`src/rtl/fetch_queue.sv`:
```
// Instruction prefetch buffer: owns the fetch PC, fetches one ROM word per cycle and
// queues up to DEPTH {pc, instr} entries for decode; a taken branch flushes and redirects.
module fetch_queue #(
  parameter int               XLEN      = 32,
  parameter int               DEPTH     = 4,
  parameter logic [XLEN-1:0]  RESET_PC  = '0,
  parameter logic [XLEN-1:0]  NOP_INSTR = 32'h0000_0013
) (
  input  logic                       clk,
  input  logic                       rst,
  output logic [XLEN-1:0]            rom_address,
  input  logic [XLEN-1:0]            rom_data,
  input  logic                       PCSrc,
  input  logic [XLEN-1:0]            branch_target,
  input  logic                       stall,
  output logic [XLEN-1:0]            instr,
  output logic [XLEN-1:0]            pc,
  output logic                       valid,
  output logic [$clog2(DEPTH+1)-1:0] count
);

  localparam int PW = $clog2(DEPTH);
  localparam int CW = $clog2(DEPTH+1);
  localparam logic [CW-1:0] FULL_COUNT = CW'(DEPTH);

  logic [XLEN-1:0] r_fpc;
  logic [PW-1:0]   r_rd_ptr;
  logic [PW-1:0]   r_wr_ptr;
  logic [CW-1:0]   r_count;
  logic [XLEN-1:0] r_mem_pc    [DEPTH];
  logic [XLEN-1:0] r_mem_instr [DEPTH];

  logic            w_valid;
  logic            w_pop;
  logic            w_push;
  logic [XLEN-1:0] w_target;

  assign w_valid  = (r_count != '0);
  assign w_pop    = w_valid & ~stall;
  // A full queue still accepts a word when the head leaves in the same cycle.
  assign w_push   = (r_count < FULL_COUNT) | w_pop;
  assign w_target = branch_target & ~XLEN'(3);

  // NOTE: sequential state uses non-blocking assignments so every register samples
  // the pre-edge values of its peers, independent of statement order.
  always_ff @(posedge clk) begin
    if (rst) begin
      r_fpc    <= RESET_PC;
      r_rd_ptr <= '0;
      r_wr_ptr <= '0;
      r_count  <= '0;
    end else if (PCSrc) begin
      r_fpc    <= w_target;
      r_rd_ptr <= '0;
      r_wr_ptr <= '0;
      r_count  <= '0;
    end else begin
      if (w_push) begin
        r_fpc    <= r_fpc + XLEN'(4);
        r_wr_ptr <= r_wr_ptr + 1'b1;
      end
      if (w_pop) begin
        r_rd_ptr <= r_rd_ptr + 1'b1;
      end
      case ({w_push, w_pop})
        2'b10:   r_count <= r_count + 1'b1;
        2'b01:   r_count <= r_count - 1'b1;
        default: r_count <= r_count;
      endcase
    end
  end

  // NOTE: the entry storage has no reset; an entry is only ever read while r_count
  // marks it occupied, so its power-up contents are never observed.
  always_ff @(posedge clk) begin
    if (!rst && !PCSrc && w_push) begin
      r_mem_pc[r_wr_ptr]    <= r_fpc;
      r_mem_instr[r_wr_ptr] <= rom_data;
    end
  end

  assign rom_address = r_fpc;
  assign valid       = w_valid;
  assign count       = r_count;
  assign instr       = w_valid ? r_mem_instr[r_rd_ptr] : NOP_INSTR;
  assign pc          = w_valid ? r_mem_pc[r_rd_ptr]    : '0;

endmodule

```
`config.mk`:
```
export PLATFORM = sky130hd
export DESIGN_NAME = fetch_queue
export DESIGN_NICKNAME = d
export VERILOG_FILES = /design/src/rtl/fetch_queue.sv
export SDC_FILE = /design/constraint.sdc
export NUM_CORES = 1
export LEC_CHECK = 0
export ABC_AREA = 1
export BUFFER_PORTS_ARGS = -buffer_cell sky130_fd_sc_hd__clkbuf_2
export CAP_MARGIN = 20
export CORE_MARGIN = 10
export CORE_UTILIZATION = 25
export DETAILED_ROUTE_END_ITERATION = 10
export GPL_TIMING_DRIVEN = 1
export PLACE_DENSITY = 0.46
export SLEW_MARGIN = 10
export SYNTH_ARGS = -nofsm -noshare
export SYNTH_HDL_FRONTEND = slang
export SYNTH_SLANG_ARGS = --single-unit
```
`constraint.sdc`:
```
create_clock -name clk -period 5.2 [get_ports clk]
set_clock_uncertainty 0.15 [all_clocks]
set_input_delay 0.26 -clock clk [delete_from_list [all_inputs] [get_ports clk]]
set_output_delay 0.26 -clock clk [all_outputs]
set_load 0.005 [all_outputs]
```
After elaboration in Yosys (flattened, before gate mapping)
Memory sizes are Yosys's and may differ from the RTL's. A register that Yosys moved wholly into a read port is not among the register bits.
Cells that the tools add are included.
Storage, ports and cells
  flip-flop bits (word level): 39
  bits in writable memories: 256
  input bits: 68
  output and inout bits: 100
  word-level logic and storage cells: 37
  memories: 2
Memories
  r_mem_instr: words 4, width 32, read ports 1, clocked after Yosys merged registers in 1, wr ports 1, RTL line 31  | logic [XLEN-1:0] r_mem_instr [DEPTH];
  r_mem_pc: words 4, width 32, read ports 1, clocked after Yosys merged registers in 1, wr ports 1, RTL line 30  | logic [XLEN-1:0] r_mem_pc [DEPTH];
Cells by class
  $add $sub $neg: 5
  magnitude comparators: 1
  eq/ne operators: 2
  multiplexer cells: 11
  bitwise operators: 3
  reductions and logical operators: 8
Operators with widths (number)
  32-bit 2-to-1 mux: 4
  32-bit by 3-bit adder with 32-bit output, second input constant: 1
  2-bit 2-to-1 mux: 4
  3-bit one-hot mux with 2 select lines: 1
  2-bit by 1-bit adder with 2-bit output, second input constant: 2
  2-bit nonzero test: 2
  3-bit by 1-bit adder with 3-bit output, second input constant: 1
  3-bit less-than comparator, second input constant: 1
  3-bit nonzero test: 1
  3-bit by 1-bit subtractor with 3-bit output, second input constant: 1
  2-bit by 1-bit == test with 1-bit output, second input constant: 1
  2-bit == test, second input constant: 1
  1-bit logical AND: 2
  1-bit zero test: 2
  1-bit 2-to-1 mux: 2
  2-bit OR reduction: 1
  1-bit bitwise AND: 1
  1-bit NOT: 1
  1-bit OR: 1

Depth between registers and ports, before layout
Gate-level depths: netlist of run 1.
  depth in word-level cells: 6
  gate-level depth with buffers: 10
  gate-level depth less buffers: 10

Worst setup path after synthesis of run 1
No wires, ideal clock.
  path kind: flip-flop to flip-flop
  start: register r_count[2] (netlist: count[2])
  end: memory r_mem_instr[0][0] (enable)
  setup time: 0.482 ns
  arrival: 3.494 ns
  required time: 4.568 ns
  slack: 1.073 ns
  stages on the path, launching flop included: 5
  buffers on the path: 1
  period minus slack after synthesis: 4.127 ns
  cells stage by stage: dfxtp_1 -> nand2_2 -> clkbuf_1 -> nand2_1 -> nor2_1
On the way
  word-level cells in the longest chain between the ends: 6
  elaborated cells on any way between the ends: 7
  those cells by class: order compare: 1; mux: 2; bitwise: 2; reduce/logical: 2
Ends and longest elaborated chain
  start: declaration: RTL line 29  | logic [CW-1:0] r_count;
  start signal: assignment: RTL line 66  | 2'b10: r_count <= r_count + 1'b1;
  start signal: assignment: RTL line 67  | 2'b01: r_count <= r_count - 1'b1;
  start signal: assignment: RTL line 68  | default: r_count <= r_count;
  parallel branches: the longest is 2 deep, another holds 3-bit less-than comparator
  1-bit OR (*): RTL line 41  | assign w_push = (r_count < FULL_COUNT) | w_pop;
  1-bit logical AND (*): RTL line 76  | if (!rst && !PCSrc && w_push) begin
  1-bit 2-to-1 mux (*): RTL line 76
  1-bit 2-to-1 mux (implied by the code) (*): RTL line 78  | r_mem_instr[r_wr_ptr] <= rom_data;
  end: declaration: RTL line 31
Mark *: on every way between the ends.

==> flow_metrics.tcl, run 1 <==
set metrics [dict create \
    rsz0062_at_grt "false" \
    synth_top_cell_area_share_pct 60.6 \
    area_growth_pct 26.6 \
    synth_cell_types 36 \
    grt_pass1_wl_um 55400 \
    cellPowerDensity_nw_per_um2 346 \
    r2r-end "r_mem_pc[1][31]" \
    ys_async_sr_fraction_pct 0 \
    grt_pass1_vias 9162 \
    yosysTopAreaCell "edfxtp_1" \
    initial_core_util_pct 25.2 \
    io_buffers 161 \
    syn_avg_cell_area_um2 10.4 \
    antenna_cells 0 \
    finalCritPeriodShare_pct 67.9 \
    fillCellCount 5012 \
    crit_fanout 70 \
    routabilityCongestion 0.791 \
    routed-via-count 8869 \
    cts.sinks 287 \
    endpoint "instr[0]" \
    wl_per_cell_um 17.1 \
    die_area_um2 58400 \
    r2r_slack_ps 2620 \
    outcome "complete, no violations" \
    cts_setup_buffers 0 \
    die_width_um 242 \
    critPathKind "reg2out" \
    finalHoldViolCount 0 \
    ys_seq_area_share_pct 67.0 \
    synth_cells 1179 \
    critPathMaxStageDelay_ps 780 \
    worstPathArrival_ps 3120 \
    antenna_left 0 \
    h-tree-depth 2 \
    ys_warn_count 0 \
    p_total_mw 5.38 \
    hpwl_um 21900 \
    antenna_found_initial 0 \
    rr_worst_depth 4 \
    track_usage_pct 12.1 \
    viasPerCell 4.27 \
    slew_headroom_pct 40.8 \
    grt_max_degree 80 \
    synth_edf_count 248 \
    cp_slowest_cell "dfxtp_4" \
    rows 81 \
    crit_chain "buf_4 > nor2_1 > o311ai_0 > clkbuf_2" \
    yosys-top-cells-count "316 x nor2_1, 248 x edfxtp_1, 137 x nand2_1, 127 x o21ai_0, 76 x a21oi_1" \
    ys.flop_type "edfxtp_1" \
    setup_violations 0 \
    synth.cell_area_um2 12300 \
    routed_wl_um 35600 \
    cts.reportedPaths.clkPinSlew_ps 60 \
    hp-class "in2reg" \
    drive_above_1_share_pct 18.9 \
    p_leak_nw 5.74 \
    worstSetupStartpointType "flop" \
    io-pin-count 168 \
    end_kind "output pin" \
    drt-initial-drc-count 499 \
    period_needed_ps 3530 \
    core_um2 48700 \
    first_pass_iters 5 \
    worstMarginPinSlew_ps 885 \
    yosysMostFrequentCell "nor2_1" \
    fmax_ghz 0.283 \
    ir_drop_mv 0.172 \
    clockBufferDepth 3 \
    cts_made_buffers 35 \
    die_y_um 242 \
    drv_slew 0 \
    cts-root-buf "clkbuf_16" \
    worstSkewPairLatency_ps 520 \
    drc_errors 0 \
    yosys_register_bits 287 \
    cts_tree "done" \
    grt_overflow 0 \
    r2r_start "count[2]" \
    drv_cap 0 \
    synth_area_leaders "edfxtp_1 61%, nor2_1 9.7%, dfxtp_1 6.4%" \
    required_ps 4790 \
    finalNetCount 1464 \
    finalSetupTns_ps 0 \
]
-- registers in the layout, indices dropped and copies added (netlist names), named ones only --
signal	count
r_rd_ptr	2
count	3
rom_address	30
r_mem_instr	128
r_wr_ptr	2
r_mem_pc	120
-- power breakdown --
| group | total [mW] | switching, mW | internal, mW |
|---|---|---|---|
| sequential | 2.62 | 0.0615 | 2.56 |
| clock | 2.40 | 0.939 | 1.46 |
| combinational | 0.357 | 0.216 | 0.141 |
| total | 5.38 | 1.22 | 4.16 |
-- repair_timing --
item	4_1_cts	5_1_grt
resized for setup	0	0
hold buffers	63	0
hold endpoints to repair	161	0
-- logic make-up after synthesis --
family                     synth area share, %
other                                   0.0305
xor gates and xnor gates                0.0713
and+or+nand+nor                           18.6
adders and majority gates                0.713
buffers and inverters                     4.07
AOI/OAI and AO/OA                         9.56
DFF                                       67.0
-- stage by stage --
stage               setup slack (ps)  cells  utilization (%)  hold WS [ps]  cell area (µm²)
floorplan                       1070   1182                -           209            12300
global placement                2020   1953             28.3           325            13800
detailed placement              2010   1953             28.3           334            13800
CTS                             1630   2079             31.9          85.4            15600
global route                    1450   2079             31.9           120            15600
finish                          1670   2079             31.9           128            15600
-- layout make-up --
class                      instances  area, µm²  share of cell area, %
clock buffer                      45        966                   6.21
clock inverter                    18        165                   1.06
inverter                          53        201                   1.30
multi-input combinational        779       3600                   23.2
sequential                       287       8240                   52.9
tap                              664        831                   5.34
timing repair buffer             233       1550                   9.99
-- layout by cell type, fill, tap and decap left out, drive strengths merged, types with 9 or more instances in the layout --
cell         netlist  layout
clkbuf            28     206
dlygate4sd3        0      63
inv               53      54
nand3             50      50
nand2            147     147
edfxtp           248     248
nor2             335     335
o21ai            127     127
a21oi             82      82
dfxtp             39      39
buf               35       9
clkinv             0      13
-- layer usage --
metal	part of all wire, %	vias up	routed length (µm)	global-route usage [%]
met1	46	4200	16400	15.3
li1	-	4451	-	-
met3	4.6	42	1650	3.05
met2	48	176	17100	20.5
met5	0	-	0	0
met4	1.5	0	522	2.68
-- worst min-delay path by stage --
stage	startpoint	end	slack [ps]	depth (start not counted)
5_1_grt	rst	rom_address[19]	120	2
3_3_place_gp	r_rd_ptr[0]	r_rd_ptr[0]	330	2
3_5_place_dp	rom_data[2]	r_mem_instr[1][2]	330	1
4_1_cts	rst	rom_address[31]	90	2
6_report	rst	rom_address[19]	130	2
2_1_floorplan	rom_data[0]	r_mem_instr[0][0]	210	0
-- critical path, delay by kind of cell (launching register included) --
kind	cells	cell delay [ps]
compound gates	1	600
buf+inv	2	970
flops	1	780
simple gates	1	110
No activity file was read; power rests on OpenSTA's default activity.
==> run 2: changes to the inputs <==
--- a/config.mk
+++ b/config.mk
@@ -12,7 +12,7 @@
 export CORE_UTILIZATION = 25
 export DETAILED_ROUTE_END_ITERATION = 10
 export GPL_TIMING_DRIVEN = 1
-export PLACE_DENSITY = 0.46
+export PLACE_DENSITY = 0.48
 export SLEW_MARGIN = 10
 export SYNTH_ARGS = -nofsm -noshare
 export SYNTH_HDL_FRONTEND = slang
==> constraint.sdc (replaced) <==
create_clock -name clk -period 2.87 [get_ports clk]
set_clock_uncertainty 0.15 [all_clocks]
set_input_delay 0.1435 -clock clk [delete_from_list [all_inputs] [get_ports clk]]
set_output_delay 0.1435 -clock clk [all_outputs]
set_load 0.005 [all_outputs]
==> run 2 against run 1 <==
  * Wire length rose by 2.2%
  * Worst setup slack worse by 1400 ps
  * Flip-flop and latch count unchanged
  * Combinational power grew 99%
  * Non-clock buffer count rose by 43
==> flow_metrics.tcl, run 2 (same netlist as run 1, synthesis figures left out) <==
set metrics [dict create \
    drc_errors 0 \
    clockBufferDepth 3 \
    antenna_left 0 \
    hp-class "in2reg" \
    finalCritPeriodShare_pct 91.4 \
    die_area_um2 58400 \
    drt-initial-drc-count 504 \
    final_cell_area_um2 16000 \
    first_pass_iters 7 \
    wl_per_cell_um 17.1 \
    finalNetCount 1508 \
    finalSetupTns_ps 0 \
    largest_reg_flops 128 \
    grt_overflow 0 \
    p_total_mw 10.0 \
    worstMarginPinSlew_ps 532 \
    antenna_cells 0 \
    cellPowerDensity_nw_per_um2 624 \
    critPathKind "reg2reg" \
    worstSetupStartpointType "flop" \
    cts-root-buf "clkbuf_16" \
    worstSkewPairLatency_ps 540 \
    final_cell_mix "312 x nor2_1, 248 x edfxtp_1, 161 x clkbuf_2" \
    final_core_util_pct 32.9 \
    period_needed_ps 2620 \
    cts_setup_buffers 0 \
    h-tree-depth 2 \
    grt_pass1_wl_um 56200 \
    finalHoldViolCount 0 \
    crit_fanout 8 \
    place_ws_ps 631 \
    rows 81 \
    routed-via-count 9162 \
    cts.sinks 287 \
    area_growth_pct 30.6 \
    antenna_found_initial 0 \
    rsz0062_at_grt "false" \
    worstHoldPathCells 4 \
    slew_headroom_pct 64.5 \
    ir_drop_mv 0.355 \
    placed_area_um2 14000 \
    required_ps 3140 \
    routed_wl_um 36400 \
    drive_above_1_share_pct 20.0 \
    fillCellCount 4994 \
    end_kind "flop" \
    cts_made_buffers 36 \
    grt_max_degree 69 \
    cts_tree "done" \
    fmax_ghz 0.381 \
    routabilityCongestion 0.794 \
    drv_cap 0 \
    p_leak_nw 5.99 \
    cts.reportedPaths.clkPinSlew_ps 60 \
    io_buffers 161 \
    viasPerCell 4.31 \
    final_common_cell "nor2_1" \
    io-pin-count 168 \
    worstPathArrival_ps 2890 \
    regMostFlops "r_mem_instr" \
    track_usage_pct 12.3 \
    initial_core_util_pct 25.2 \
    core_um2 48700 \
    die_y_um 242 \
    outcome "complete, no violations" \
    setup_violations 0 \
    rr_worst_depth 11 \
    hpwl_um 22700 \
    die_width_um 242 \
    setup_ws_ps 248 \
    drv_slew 0 \
    grt_pass1_vias 9197 \
]
-- run 2: cell count changes in the layout (fill, tap and decap cells not counted), moves of 2 or more --
cell | previous run | this run
dlygate4sd3_1 | 63 | 88
buf_4 | 5 | 19
buf_12 | 4 | 7
clkinv_1 | 8 | 5
inv_6 | 1 | 4
clkbuf_1 | 7 | 5
-- run 2: routing by layer --
metal  up-vias  routed length, µm  track usage, %
met3        38               1910            3.06
met1      4371              16500            15.6
met2       209              17500            20.7
met5         -                  0               0
met4         0                504            2.55
li1       4544                  -               -
-- run 2: what timing repair did --
| item | 4_1_cts | 5_1_grt |
|---|---|---|
| hold endpoints to repair | 167 | 0 |
| setup endpoints to repair | 0 | 8 |
| hold buffers | 88 | 0 |
| resized for setup | 0 | 1 |
-- run 2: path summary, 6_finish.rpt --
kind | startpoint | end | slack (ps)
setup / recovery | rom_address[3] | rom_address[28] | 250
hold / removal | PCSrc | rom_address[3] | 70
setup reg to reg | rom_address[3] | rom_address[28] | 250
hold reg to reg | r_wr_ptr[0] | r_wr_ptr[0] | 350
-- run 2: power by group --
group          switching [mW]  internal (mW)
clock                    1.77           2.79
sequential              0.104           4.64
combinational           0.412          0.299
total                    2.28           7.73
-- run 2: critical path, stage by stage (launching register included) --
cell	delay, ps
dfxtp_1	520
ha_1	290
nand2_1	110
nor2_4	190
nand2_2	130
nor2_2	190
nand2_1	80
nand2_1	50
nand3_1	90
nand2_1	80
a21oi_1	60
dlygate4sd3_1	560
-- run 2: final cells by class --
cell class | instances | area, µm² | area share, %
Multi-Input combinational cell | 779 | 3600 | 22.4
Clock buffer | 44 | 972 | 6.06
Timing Repair Buffer | 276 | 1980 | 12.3
Sequential cell | 287 | 8230 | 51.3
Clock inverter | 21 | 226 | 1.41
Inverter | 53 | 200 | 1.25
Tap cell | 664 | 831 | 5.18
-- run 2: per-stage QoR --
| step | hold slack [ps] | std cells |
|---|---|---|
| after CTS | 23.0 | 2124 |
| final | 66.3 | 2124 |
| after global placement | 214 | 1971 |
| after global routing | 57.9 | 2124 |
| after detailed placement | 214 | 1971 |
| after floorplan | 92.4 | 1182 |
